`src/rtl/hazard_ctrl_if.sv`:
```
// hazard_ctrl_if
//   Bundles the decode-side hazard inputs and the pipeline-control outputs
//   of hazard_ctrl so that the pipeline and the controller share one port.
//
//   master : the pipeline. It drives the ID/EX decode information and
//            consumes the stall/bubble controls and performance counters.
//   slave  : hazard_ctrl.
//
//   Signals
//     rAID, rBID   source register IDs of the ID instruction
//     rBValid      rBID is really read by the ID instruction
//     rWEX         destination register of the EX instruction
//     memReadEX    EX instruction is a load
//     isJmp, bSucc EX instruction is a jump / taken branch
//     mdStartEX    EX instruction issues a mul/div
//     mdUseID      ID instruction reads HI/LO or is a mul/div
//     stall        hold PC and IF/ID
//     Bubid        load a bubble into ID/EX
//     Bubif        flush IF/ID
//     mdBusy       mul/div result not yet available
//     stallCnt     saturating count of stall cycles
//     flushCnt     saturating count of flush cycles
interface hazard_ctrl_if #(
  parameter int REG_AW = 5,
  parameter int CNT_W  = 16
);
  logic [REG_AW-1:0] rAID;
  logic [REG_AW-1:0] rBID;
  logic              rBValid;
  logic [REG_AW-1:0] rWEX;
  logic              memReadEX;
  logic              isJmp;
  logic              bSucc;
  logic              mdStartEX;
  logic              mdUseID;
  logic              stall;
  logic              Bubid;
  logic              Bubif;
  logic              mdBusy;
  logic [CNT_W-1:0]  stallCnt;
  logic [CNT_W-1:0]  flushCnt;

  modport master (
    output rAID, rBID, rBValid, rWEX, memReadEX, isJmp, bSucc, mdStartEX, mdUseID,
    input  stall, Bubid, Bubif, mdBusy, stallCnt, flushCnt
  );

  modport slave (
    input  rAID, rBID, rBValid, rWEX, memReadEX, isJmp, bSucc, mdStartEX, mdUseID,
    output stall, Bubid, Bubif, mdBusy, stallCnt, flushCnt
  );
endinterface

```
`src/rtl/hazard_ctrl.sv`:
```
// hazard_ctrl
//   Hazard and bubble controller for the forwarding 5-stage MIPS pipeline.
//   Detects load-use hazards (stalling for LOAD_STALL cycles), tracks a
//   busy window for the multi-cycle mul/div unit, squashes on jumps and
//   taken branches (flush beats stall), and keeps saturating stall/flush
//   event counters.
//
//   Ports
//     clk  pipeline clock, rising edge
//     rst  asynchronous active-high reset
//     bus  hazard_ctrl_if.slave: decode inputs in, stall/bubble controls
//          and counters out (see the interface header for the list)
//
//   Parameters
//     REG_AW      register-ID width
//     LOAD_STALL  stall cycles per load-use hazard (>=1)
//     MD_LAT      mul/div latency after issue from EX (>=1)
//     CNT_W       performance counter width
module hazard_ctrl #(
  parameter int REG_AW     = 5,
  parameter int LOAD_STALL = 1,
  parameter int MD_LAT     = 4,
  parameter int CNT_W      = 16
) (
  input  logic           clk,
  input  logic           rst,
  hazard_ctrl_if.slave   bus
);

  // A one-cycle load stall needs no remaining-cycle counter, but keep at
  // least one bit so the register is always legal.
  localparam int LU_W = (LOAD_STALL > 1) ? $clog2(LOAD_STALL) : 1;
  localparam int MD_W = $clog2(MD_LAT + 1);

  localparam logic [LU_W-1:0]   LU_MAX = LU_W'(LOAD_STALL - 1);
  localparam logic [MD_W-1:0]   MD_MAX = MD_W'(MD_LAT);
  localparam logic [REG_AW-1:0] R_ZERO = '0;

  logic [LU_W-1:0] luCnt_reg, luCnt_next;
  logic [MD_W-1:0] mdCnt_reg, mdCnt_next;

  logic flush;
  logic loadHit;
  logic luActive;
  logic stallLU;
  logic mdBusyInt;
  logic stallMD;
  logic stallInt;

  always_comb begin
    flush   = bus.isJmp | bus.bSucc;
    // Register 0 is hardwired, so a load targeting it never creates a hazard.
    loadHit = bus.memReadEX & (bus.rWEX != R_ZERO) &
              ((bus.rWEX == bus.rAID) | (bus.rBValid & (bus.rWEX == bus.rBID)));

    // luCnt holds the stall cycles still owed after the detection cycle;
    // while it is nonzero a fresh loadHit is part of the same hazard.
    luActive  = (luCnt_reg != '0);
    stallLU   = (loadHit & ~luActive) | luActive;

    mdBusyInt = (mdCnt_reg != '0);
    // The issue cycle itself already blocks a dependent ID instruction.
    stallMD   = bus.mdUseID & (mdBusyInt | bus.mdStartEX);

    // The ID instruction is squashed on a flush, so holding it is pointless.
    stallInt  = (stallLU | stallMD) & ~flush;
  end

  always_comb begin
    luCnt_next = luCnt_reg;
    if (flush) begin
      luCnt_next = '0;
    end else if (luActive) begin
      luCnt_next = luCnt_reg - 1'b1;
    end else if (loadHit) begin
      luCnt_next = LU_MAX;
    end
  end

  // Flush does not touch the mul/div window: the issuing op is older than
  // the branch and keeps executing.
  always_comb begin
    mdCnt_next = mdCnt_reg;
    if (bus.mdStartEX) begin
      mdCnt_next = MD_MAX;
    end else if (mdBusyInt) begin
      mdCnt_next = mdCnt_reg - 1'b1;
    end
  end

  always_ff @(posedge clk or posedge rst) begin
    if (rst) begin
      luCnt_reg <= '0;
      mdCnt_reg <= '0;
    end else begin
      luCnt_reg <= luCnt_next;
      mdCnt_reg <= mdCnt_next;
    end
  end

  // Event counters: index 0 counts stall cycles, index 1 flush cycles.
  logic [1:0]       cntEvt;
  logic [CNT_W-1:0] cnt_reg [2];

  assign cntEvt = {flush, stallInt};

  for (genvar gi = 0; gi < 2; gi++) begin : gCnt
    always_ff @(posedge clk or posedge rst) begin
      if (rst) begin
        cnt_reg[gi] <= '0;
      end else if (cntEvt[gi] && (cnt_reg[gi] != {CNT_W{1'b1}})) begin
        cnt_reg[gi] <= cnt_reg[gi] + CNT_W'(1);
      end
    end
  end

  assign bus.stall    = stallInt;
  assign bus.Bubid    = flush | stallInt;
  assign bus.Bubif    = flush;
  assign bus.mdBusy   = mdBusyInt;
  assign bus.stallCnt = cnt_reg[0];
  assign bus.flushCnt = cnt_reg[1];

endmodule

```
`src/flat_wrapper.sv`:
```
// flat-port wrapper written by rule: the top's interface ports become plain ports
module hazard_ctrl_flat 
#(
  parameter int REG_AW     = 5,
  parameter int LOAD_STALL = 1,
  parameter int MD_LAT     = 4,
  parameter int CNT_W      = 16
)
  (clk, rst, bus_rAID, bus_rBID, bus_rBValid, bus_rWEX, bus_memReadEX, bus_isJmp, bus_bSucc, bus_mdStartEX, bus_mdUseID, bus_stall, bus_Bubid, bus_Bubif, bus_mdBusy, bus_stallCnt, bus_flushCnt);
  hazard_ctrl_if #(.REG_AW(REG_AW), .CNT_W(CNT_W)) bus_i ();
  input  logic clk;
  input  logic rst;
  input wire logic [$bits(bus_i.rAID)-1:0] bus_rAID;
  input wire logic [$bits(bus_i.rBID)-1:0] bus_rBID;
  input wire logic [$bits(bus_i.rBValid)-1:0] bus_rBValid;
  input wire logic [$bits(bus_i.rWEX)-1:0] bus_rWEX;
  input wire logic [$bits(bus_i.memReadEX)-1:0] bus_memReadEX;
  input wire logic [$bits(bus_i.isJmp)-1:0] bus_isJmp;
  input wire logic [$bits(bus_i.bSucc)-1:0] bus_bSucc;
  input wire logic [$bits(bus_i.mdStartEX)-1:0] bus_mdStartEX;
  input wire logic [$bits(bus_i.mdUseID)-1:0] bus_mdUseID;
  output wire logic [$bits(bus_i.stall)-1:0] bus_stall;
  output wire logic [$bits(bus_i.Bubid)-1:0] bus_Bubid;
  output wire logic [$bits(bus_i.Bubif)-1:0] bus_Bubif;
  output wire logic [$bits(bus_i.mdBusy)-1:0] bus_mdBusy;
  output wire logic [$bits(bus_i.stallCnt)-1:0] bus_stallCnt;
  output wire logic [$bits(bus_i.flushCnt)-1:0] bus_flushCnt;
  assign bus_i.rAID = bus_rAID;
  assign bus_i.rBID = bus_rBID;
  assign bus_i.rBValid = bus_rBValid;
  assign bus_i.rWEX = bus_rWEX;
  assign bus_i.memReadEX = bus_memReadEX;
  assign bus_i.isJmp = bus_isJmp;
  assign bus_i.bSucc = bus_bSucc;
  assign bus_i.mdStartEX = bus_mdStartEX;
  assign bus_i.mdUseID = bus_mdUseID;
  assign bus_stall = bus_i.stall;
  assign bus_Bubid = bus_i.Bubid;
  assign bus_Bubif = bus_i.Bubif;
  assign bus_mdBusy = bus_i.mdBusy;
  assign bus_stallCnt = bus_i.stallCnt;
  assign bus_flushCnt = bus_i.flushCnt;
  hazard_ctrl #(.REG_AW(REG_AW), .LOAD_STALL(LOAD_STALL), .MD_LAT(MD_LAT), .CNT_W(CNT_W)) u_core (.clk(clk), .rst(rst), .bus(bus_i));
endmodule
```
`config.mk`:
```
export PLATFORM = sky130hd
export DESIGN_NAME = hazard_ctrl_flat
export DESIGN_NICKNAME = d
export VERILOG_FILES = /design/src/rtl/hazard_ctrl_if.sv /design/src/rtl/hazard_ctrl.sv /design/src/flat_wrapper.sv
export SDC_FILE = /design/constraint.sdc
export NUM_CORES = 1
export LEC_CHECK = 0
export CORE_UTILIZATION = 46
export DETAILED_ROUTE_END_ITERATION = 12
export PLACE_DENSITY_LB_ADDON = 0.12
export SYNTH_ARGS = -nofsm -noshare
export SYNTH_HDL_FRONTEND = slang
export SYNTH_SLANG_ARGS = --single-unit
```
`constraint.sdc`:
```
create_clock -name clk -period 2.65 [get_ports clk]
set_input_delay 0.3975 -clock clk [delete_from_list [all_inputs] [get_ports clk]]
set_output_delay 0.3975 -clock clk [all_outputs]
set_load 0.01 [all_outputs]
```
# Word level (Yosys, flattened, before mapping)
# Cells that the tools add are included.
[totals]
regBits = 36
ram_bits = 0
memories = 0
elab_cells = 35
input_bits = 23
latch_bits = 0
output_inout_bits = 36
mem_bits_ro = 0
[classes]
n_addsub = 4
n_mul = 0
reduce_logical = 5
magnitude_cmp = 0
bitwise = 14
n_div = 0
shift = 0
muxes = 4
eq_ne = 4
[op_table]
columns = ["operator", "n"]
rows = [
  ["$add 16x1->16 const B", 2],
  ["$ne 16x16->1 const B", 2],
  ["$eq 5x5->1", 2],
  ["$and 1x1->1", 6],
  ["$mux 3", 2],
  ["$or 1x1->1", 6],
  ["$reduce_bool 5->1", 1],
  ["$reduce_bool 3->1", 1],
  ["$sub 3x1->3 const B", 1],
  ["$logic_and 1x1->1", 2],
  ["$mux 1", 2],
  ["$not 1->1", 2],
  ["$reduce_bool 2->1", 1],
  ["$sub 1x1->1 const B", 1],
]

# Logic depth before layout (Yosys ltp)
# Gate-level depths: netlist of run 1.
[depth]
word_depth = 9
depth_mapped = 8
depth_no_buf = 8

# Worst setup path after synthesis of run 1
# OpenSTA, ideal clock, no wires.
[synth_path]
path_kind = "register -> register"
start = "register u_core.mdCnt_reg[0]"
end = "register u_core.cnt_reg (netlist bit u_core.bus.stallCnt[1])"
stages_incl_launch_ff = 8
n_path_buf = 0
synth_period_minus_slack_ns = 1.950
slack_ns = 0.700
t_arrival_ns = 1.825
required_time_ns = 2.525
setup_time_ns = 0.125
path_cell_list = "dfrtp_1 -> inv_1 -> ha_1 -> nand2b_2 -> o21ai_0 -> inv_1 -> o211ai_2 -> mux2_4"
[synth_via]
elab_chain_len = 6
[synth_rtl]
columns = ["element", "line_no", "text"]
rows = [
  ["from (decl)", "hazard_ctrl.sv:40", "logic [MD_W-1:0] mdCnt_reg, mdCnt_next;"],
  ["from (signal assigned)", "hazard_ctrl.sv:97", "mdCnt_reg <= mdCnt_next;"],
  ["$reduce_bool 3->1", "hazard_ctrl.sv:61", "mdBusyInt = (mdCnt_reg != '0);"],
  ["named net bus_mdBusy", "flat_wrapper.sv:25", "output wire logic [$bits(bus_i.mdBusy)-1:0] bus_mdBusy;"],
  ["$or 1x1->1", "hazard_ctrl.sv:63", "stallMD = bus.mdUseID & (mdBusyInt | bus.mdStartEX);"],
  ["$and 1x1->1", "hazard_ctrl.sv:63", ""],
  ["$or 1x1->1", "hazard_ctrl.sv:66", "stallInt = (stallLU | stallMD) & ~flush;"],
  ["$and 1x1->1", "hazard_ctrl.sv:66", ""],
  ["$logic_and 1x1->1", "hazard_ctrl.sv:111", "end else if (cntEvt[gi] && (cnt_reg[gi] != {CNT_W{1'b1}})) begin"],
  ["to (signal, indexed assignment)", "hazard_ctrl.sv:112", "cnt_reg[gi] <= cnt_reg[gi] + CNT_W'(1);"],
  ["to (decl)", "hazard_ctrl.sv:103", "logic [CNT_W-1:0] cnt_reg [2];"],
]
# The timed path passes the listed nets, and every way through them passes these cells.
# A chain may end at the register's enable or synchronous reset.

# Worst setup path after layout of run 1
[layout_path]
start = "input bus_rWEX[0]"
end = "output bus_Bubid"
[layout_via]
elab_chain_len = 9
elab_cells_between_ends = 12
classes_between = "2 x eq/ne; 9 x bitwise; 1 x reduce/logical"
[layout_rtl]
columns = ["element", "line_no", "text"]
rows = [
  ["from (decl)", "flat_wrapper.sv:16", "input wire logic [$bits(bus_i.rWEX)-1:0] bus_rWEX;"],
  ["$eq 5x5->1", "hazard_ctrl.sv:54", "((bus.rWEX == bus.rAID) | (bus.rBValid & (bus.rWEX == bus.rBID)));"],
  ["$and 1x1->1", "hazard_ctrl.sv:54", ""],
  ["$or 1x1->1", "hazard_ctrl.sv:54", ""],
  ["$and 1x1->1 *", "hazard_ctrl.sv:53", "loadHit = bus.memReadEX & (bus.rWEX != R_ZERO) &"],
  ["$and 1x1->1 *", "hazard_ctrl.sv:59", "stallLU = (loadHit & ~luActive) | luActive;"],
  ["$or 1x1->1 *", "hazard_ctrl.sv:59", ""],
  ["$or 1x1->1 *", "hazard_ctrl.sv:66", ""],
  ["$and 1x1->1 *", "hazard_ctrl.sv:66", ""],
  ["$or 1x1->1 *", "hazard_ctrl.sv:118", "assign bus.Bubid = flush | stallInt;"],
  ["to (decl)", "flat_wrapper.sv:23", "output wire logic [$bits(bus_i.Bubid)-1:0] bus_Bubid;"],
]
# Mark *: on every way between the ends. The rest lies on a longest branch, timed or not.

==> key figures, run 1 <==
Placed design
  • Total instance count after detailed placement: 301
  • Number of input and output port buffers inserted: 58
  • HPWL Detailed: 3041 microns
  • Routability Congestion: 0.7873

Floorplanning
  • Area enclosed by the die boundary: 4334 sq um
  • Chip Height: 65.83 microns
  • Core Rows: 22
  • Die W: 65.83 microns
  • Core footprint: 3771 sq um
  • Initial standard-cell utilization of the core: 49.70%
  • Total I/O pin count: 59

Yosys
  • Post-Synthesis Net Count: 212
  • Number of standard cells after synthesis: 185
  • Number of enable-type register cells in the synthesized netlist: 0
  • FF+latch count, synth: 35
  • Prevailing post-synth register cell: dfrtp_1
  • Area of the mapped netlist: 1874 sq um
  • Yosys warns: 0
  • Average instance area after synthesis: 10.13 sq um
  • Fraction of the yosys area taken by sequential cells: 46.73%
  • Count of different cell masters after synthesis: 34
  • Share of flip-flops with an asynchronous set or reset after synthesis: 100.0%

Setup path
  • WP data required: 2.25 ns
  • Number of cells on the worst reg-to-reg path: 7
  • Worst path arrival time: 2.09 ns
  • Reg2reg setup slack: 0.55 ns
  • Critical Path Source Type: primary input
  • Crit-path slowest cell: or4_1
  • Startpoint of the worst register-to-register path: u_core.mdCnt_reg[0]
  • Crit path buffers/inverters: 3
  • WS Path Type: in -> out
  • Worst reg2reg path endpoint: u_core.bus.stallCnt[1]
  • Kind of end point of the critical path: primary output
  • Kind of cell adding the most delay to the critical path: buffers and inverters
  • Maximum net fanout on the critical path: 3
  • Worst path max stage delay: 0.54 ns
  • Critical path, cell by cell: clkdlybuf4s50_1 > or4_1 > o21ai_2 > inv_1 > a21oi_2 > nand2_1 > dlygate4sd2_1

GRT
  • Wire length of the first global-routing pass: 6741 microns
  • Total Routing Usage GR: 20.54%
  • Congestion Overflow GR: 0
  • Pin count of the biggest net entering global routing: 36
  • Initial antenna violation count: 0
  • Number of global-route vias before repair: 1,477

Power and ir drop
  • Worst ir drop on vdd: 0.7566 mV
  • Pleak: 1.188 nW
  • Power density cells: 699.4 nW/um^2
  • Pwr Total: 1.885 mW

Detailed routing
  • Detail-routed via count per cell: 5.006
  • 1st-iter DRT viols: 124
  • Total routed wire length on the met1 layer: 1747 microns
  • Detailed route wirelength on metal3: 158 microns
  • Met2 routed WL: 2048 microns
  • Total via count in the routed design: 1,547
  • ANT nets after route: 0
  • Final Routed Wirelength: 3978 microns
  • DRC Markers: 0
  • Top routing layer in use: met4
  • Detailed-route wire length per cell: 12.87 microns
  • Total iterations of the first detailed-routing run: 4

Clock tree
  • Clock tree from TritonCTS: built
  • Clock Tree Buf Depth: 2
  • Number of sinks on the clock net: 35
  • Maximum level of the CTS H-tree: 2
  • Clock root buffer master: clkbuf_8
  • Total clock buffers created by CTS: 5
  • Clock transition time at the flip-flop clock pins of the worst setup and hold paths: 0.07 ns
  • Clock network latency to the later pin of the worst-skew pair: 0.28 ns

Worst hold path
  • Worst Hold Launch: u_core.mdCnt_reg[2]
  • Hold crit path type: reg -> reg
  • Number of cells on the worst hold path: 1
  • Capture endpoint of the worst hold path: u_core.mdCnt_reg[2]

Timing
  • Fmax: 402.8 MHz
  • Hold Violations, Final: 0
  • Tcrit/Tclk final: 93.69%
  • Setup repair after global routing missed its margin: no
  • Number of max-slew violations in the final report: 0
  • Skew final: 0.005098 ns
  • Measured slew at the worst slew-check pin: 0.5306 ns
  • Crit path time final: 2.483 ns
  • Slew headroom: 64.52%
  • Final setup fails: 0

Layout
  • Count of placed standard cells in the final layout, fillers left out: 309
  • Layout cell share with drive strength beyond 1: 13.03%
  • Ant. Diodes: 0
  • Most common cell after layout, fill and taps aside: clkdlybuf4s50_1
  • Post-route core utilization: 71.47%
  • Commonest cells after routing, fill and taps aside: 56 x clkdlybuf4s50_1, 35 x dfrtp_1, 23 x xnor2_1
  • Synth-to-layout area growth: 43.79%
  • Net count reported at finish: 287
  • Number of fill cells in the layout: 301

Run status
  • Status: finished clean

Flow run
  • Max-cap check violation count: 0
kinds of logic (layout without fill, tap and decap cells):
family	Yosys count	in the layout	share of synthesized area [%]
compound gates	12	12	5.141
xor+xnor	40	40	18.69
fa+ha+maj	4	4	2.670
buf+inv	16	92	3.204
flops	35	35	46.73
mux	2	2	1.402
simple gates	76	76	22.16
synth_stat cells (2+ instances only):
library cell	number	share of area [%]
dfrtp_1	35	47
xnor2_1	23	11
nor2_1	17	3.4
xor2_1	17	7.9
inv_1	15	3.0
nand2_1	14	2.8
nand3_1	13	3.5
nor3_1	13	3.5
nand4_1	5	1.7
ha_1	4	2.7
a21oi_1	3	0.80
nor4_2	3	2.0
nand2b_1	2	0.67
metal layers:
layer	GRT usage, %	vias to the layer above
li1	-	772
met1	26.14	741
met2	34.69	32
met3	4.655	2
met4	5.707	0
met5	0	-
metrics by stage:
stage          cell area [sq um]   TNS, ns  hold slack, ns  setup WS (ns)
4_1_cts                     2695         0          0.4901         0.1663
5_1_grt                     2695         0          0.5085        0.03698
3_3_place_gp                2590  -0.08937          0.4642       -0.05335
6_report                    2695         0          0.4900         0.1672
2_1_floorplan               1874         0          0.4426         0.7003
3_5_place_dp                2590   -0.1562          0.4758       -0.08416
worst max path at each step:
stage	depth (start not counted)	end	from	slack, ns
3_5_place_dp	7	bus_Bubid	bus_rWEX[0]	-0.08
3_3_place_gp	7	bus_Bubid	bus_rWEX[0]	-0.05
6_report	7	bus_Bubid	bus_rWEX[0]	0.17
4_1_cts	7	bus_Bubid	bus_rWEX[0]	0.17
5_1_grt	7	bus_Bubid	bus_rWEX[0]	0.04
2_1_floorplan	7	u_core.bus.stallCnt[1]	u_core.mdCnt_reg[0]	0.70
where the power goes:
part	internal (mW)	switching (mW)	leakage, nW
clock	0.236	0.190	0.0505
sequential	0.654	0.142	0.431
combinational	0.381	0.282	0.706
total	1.27	0.614	1.19
area by class of cell:
class	instances	area (sq um)	share of cell area, %
Clock buffer	7	96.34	3.575
Multi-Input combinational cell	134	942.2	34.96
Inverter	16	60.06	2.228
Clock inverter	1	7.507	0.2786
Timing Repair Buffer	68	653.1	24.23
Tap cell	48	60.06	2.228
Sequential cell	35	875.8	32.50
what timing repair did:
action,4_1_cts,5_1_grt
setup buffers,0,0
setup endpoints to repair,2,0
hold buffers,0,0
resized for setup,3,0
(Power assumes the default switching activity.)
==> run 2: changes to the inputs <==
SLEW_MARGIN = 20   (was unset)
==> results of run 2 <==
Final layout, timing and power as in run 1 (identical DEF).
==> run 3: changes to the inputs <==
CORE_MARGIN = 2   (was unset)
==> key figures, run 3 (same netlist as run 1, synthesis figures left out) <==
Run status
  • Status: finished clean

Setup path
  • Critical Path Source Type: primary input
  • Maximum net fanout on the critical path: 3 (unchanged)
  • Kind of end point of the critical path: primary output
  • WS Path Type: in -> out
  • Worst path arrival time: 2.13 ns (+0.04 ns)
  • WP data required: 2.25 ns (about the same)

Timing
  • Fmax: 395.5 MHz (-1.8%)
  • Final worst setup slack: 0.1213 ns (-0.04589 ns)
  • Hold Violations, Final: 0 (unchanged)
  • Measured slew at the worst slew-check pin: 0.4906 ns (-0.04008 ns)
  • Number of max-slew violations in the final report: 0 (unchanged)
  • Final setup fails: 0 (unchanged)
  • Tcrit/Tclk final: 95.42% (+1.7 points)
  • Setup repair after global routing missed its margin: no
  • Slew headroom: 67.20% (+2.7 points)
  • Crit path time final: 2.529 ns (+0.04589 ns)
  • Skew final: 0.007562 ns (+0.002464 ns)
  • Setup TNS Final: 0 ns (unchanged)

Layout
  • Net count reported at finish: 288 (+0.35%)
  • Synth-to-layout area growth: 45.13%
  • Area of all placed cells without fillers: 2720 sq um (+0.93%)
  • Layout cell share with drive strength beyond 1: 13.74% (+0.71 points)
  • Most common cell after layout, fill and taps aside: clkdlybuf4s50_1
  • Commonest cells after routing, fill and taps aside: 56 x clkdlybuf4s50_1, 35 x dfrtp_1, 23 x xnor2_1
  • Post-route core utilization: 68.49% (-3.0 points)
  • Ant. Diodes: 0 (unchanged)

Placed design
  • Number of input and output port buffers inserted: 58 (unchanged)
  • Pre-CTS WS: -0.1561 ns (-0.07191 ns)
  • HPWL Detailed: 3100 microns (+2.0%)
  • Post-DP Area: 2600 sq um (+0.39%)
  • Routability Congestion: 0.7713 (-2.0%)

Detailed routing
  • Total iterations of the first detailed-routing run: 4 (unchanged)
  • Detail-routed via count per cell: 4.984 (-0.45%)
  • DRC Markers: 0 (unchanged)
  • 1st-iter DRT viols: 53 (-57%)
  • Total via count in the routed design: 1,555 (+0.52%)
  • ANT nets after route: 0 (unchanged)
  • Final Routed Wirelength: 4081 microns (+2.6%)
  • Detailed-route wire length per cell: 13.08 microns (+1.6%)

Clock tree
  • Setup Buffers After CTS: 0 (unchanged)
  • Clock root buffer master: clkbuf_8
  • Number of resized instances in the post-cts repair step: 4 (+1)
  • Total clock buffers created by CTS: 5 (unchanged)
  • Clock transition time at the flip-flop clock pins of the worst setup and hold paths: 0.07 ns (about the same)
  • Clock tree from TritonCTS: built
  • Maximum level of the CTS H-tree: 2 (unchanged)
  • Hold bufs inserted after CTS: 0 (unchanged)
  • Number of sinks on the clock net: 35 (unchanged)
  • Clock network latency to the later pin of the worst-skew pair: 0.29 ns (about the same)
  • Clock Tree Buf Depth: 2 (unchanged)

GRT
  • Initial antenna violation count: 0 (unchanged)
  • Wire length of the first global-routing pass: 6637 microns (-1.5%)
  • Congestion Overflow GR: 0 (unchanged)
  • Pin count of the biggest net entering global routing: 36 (unchanged)
  • Number of global-route vias before repair: 1,426 (-3.5%)
  • Total Routing Usage GR: 19.66% (-0.88 points)

Power and ir drop
  • Power density cells: 716.0 nW/um^2 (+2.4%)
  • Worst ir drop on vdd: 0.5967 mV (-21%)
  • Pleak: 1.201 nW (+1.1%)

Floorplanning
  • Core footprint: 3971 sq um (+5.3%)
  • Die W: 67.83 microns (+3.0%)
  • Area enclosed by the die boundary: 4601 sq um (+6.2%)
  • Initial standard-cell utilization of the core: 47.20% (-2.5 points)
  • Total I/O pin count: 59 (unchanged)
  • Chip Height: 67.83 microns (+3.0%)
  • Core Rows: 23 (+4.5%)

Worst hold path
  • Hold crit path type: reg -> reg

Flow run
  • Max-cap check violation count: 0 (unchanged)
run 3: changes by cell type in the layout (fill, tap and decap cells not counted):
cell / change
o22ai_1: -1
o22ai_2: +1
clkinv_4: +1
bufinv_16: +1
clkinvlp_4: -1
clkinv_2: +1
buf_4: +1
clkbuf_8: -2
run 3: layout make-up:
cell class                      count  area, sq um
Clock buffer                        5        68.82
Multi-Input combinational cell    134        948.4
Clock inverter                      3        43.79
Timing Repair Buffer               69        660.6
Tap cell                           50        62.56
Fill cell                         327         1251
Sequential cell                    35        875.8
Inverter                           16        60.06
run 3: metal layers:
layer | share of wire [%] | GRT usage (%) | vias to the layer above
li1 | - | - | 772
met1 | 45 | 26.66 | 742
met2 | 50 | 30.76 | 33
met3 | 3.7 | 3.454 | 8
met4 | 1.5 | 9.000 | 0
met5 | 0 | 0 | -
run 3: final timing paths:
kind                                     startpoint                 endpoint  slack (ns)  depth (start not counted)
worst min-delay path            u_core.mdCnt_reg[2]      u_core.mdCnt_reg[2]        0.48                          1
max in group asynchronous                       rst  u_core.bus.stallCnt[14]        1.84                          3
min in group asynchronous                       rst   u_core.bus.flushCnt[9]        0.50                          3
worst max-delay path                    bus_rWEX[0]                bus_stall        0.12                          7
worst max register to register  u_core.mdCnt_reg[0]   u_core.bus.stallCnt[1]        0.54                          7
worst min register to register  u_core.mdCnt_reg[2]      u_core.mdCnt_reg[2]        0.48                          1
run 3: report_power, final:
| group | switching [mW] | leakage [nW] | total, mW | internal, mW |
|---|---|---|---|---|
| clock | 0.201 | 0.0581 | 0.481 | 0.280 |
| combinational | 0.287 | 0.712 | 0.670 | 0.382 |
| sequential | 0.143 | 0.431 | 0.797 | 0.654 |
run 3: worst max-delay path, stage by stage:
cell and delay (ns):
clkdlybuf4s50_1 0.44, or4_1 0.55, o21ai_2 0.14, inv_1 0.06, a21oi_2 0.18, nor2_1 0.08
dlygate4sd2_1 0.28
run 3: metrics by stage:
| stage | hold slack (ns) | cells | total power, mW |
|---|---|---|---|
| 6_report | 0.4833 | 312 | 1.948 |
| 5_1_grt | 0.5159 | 312 | 2.075 |
| 4_1_cts | 0.4888 | 312 | 1.971 |
| 3_5_place_dp | 0.4769 | 304 | 1.481 |
| 3_3_place_gp | 0.4582 | 304 | 1.457 |
| 2_1_floorplan | 0.4426 | 185 | 1.130 |
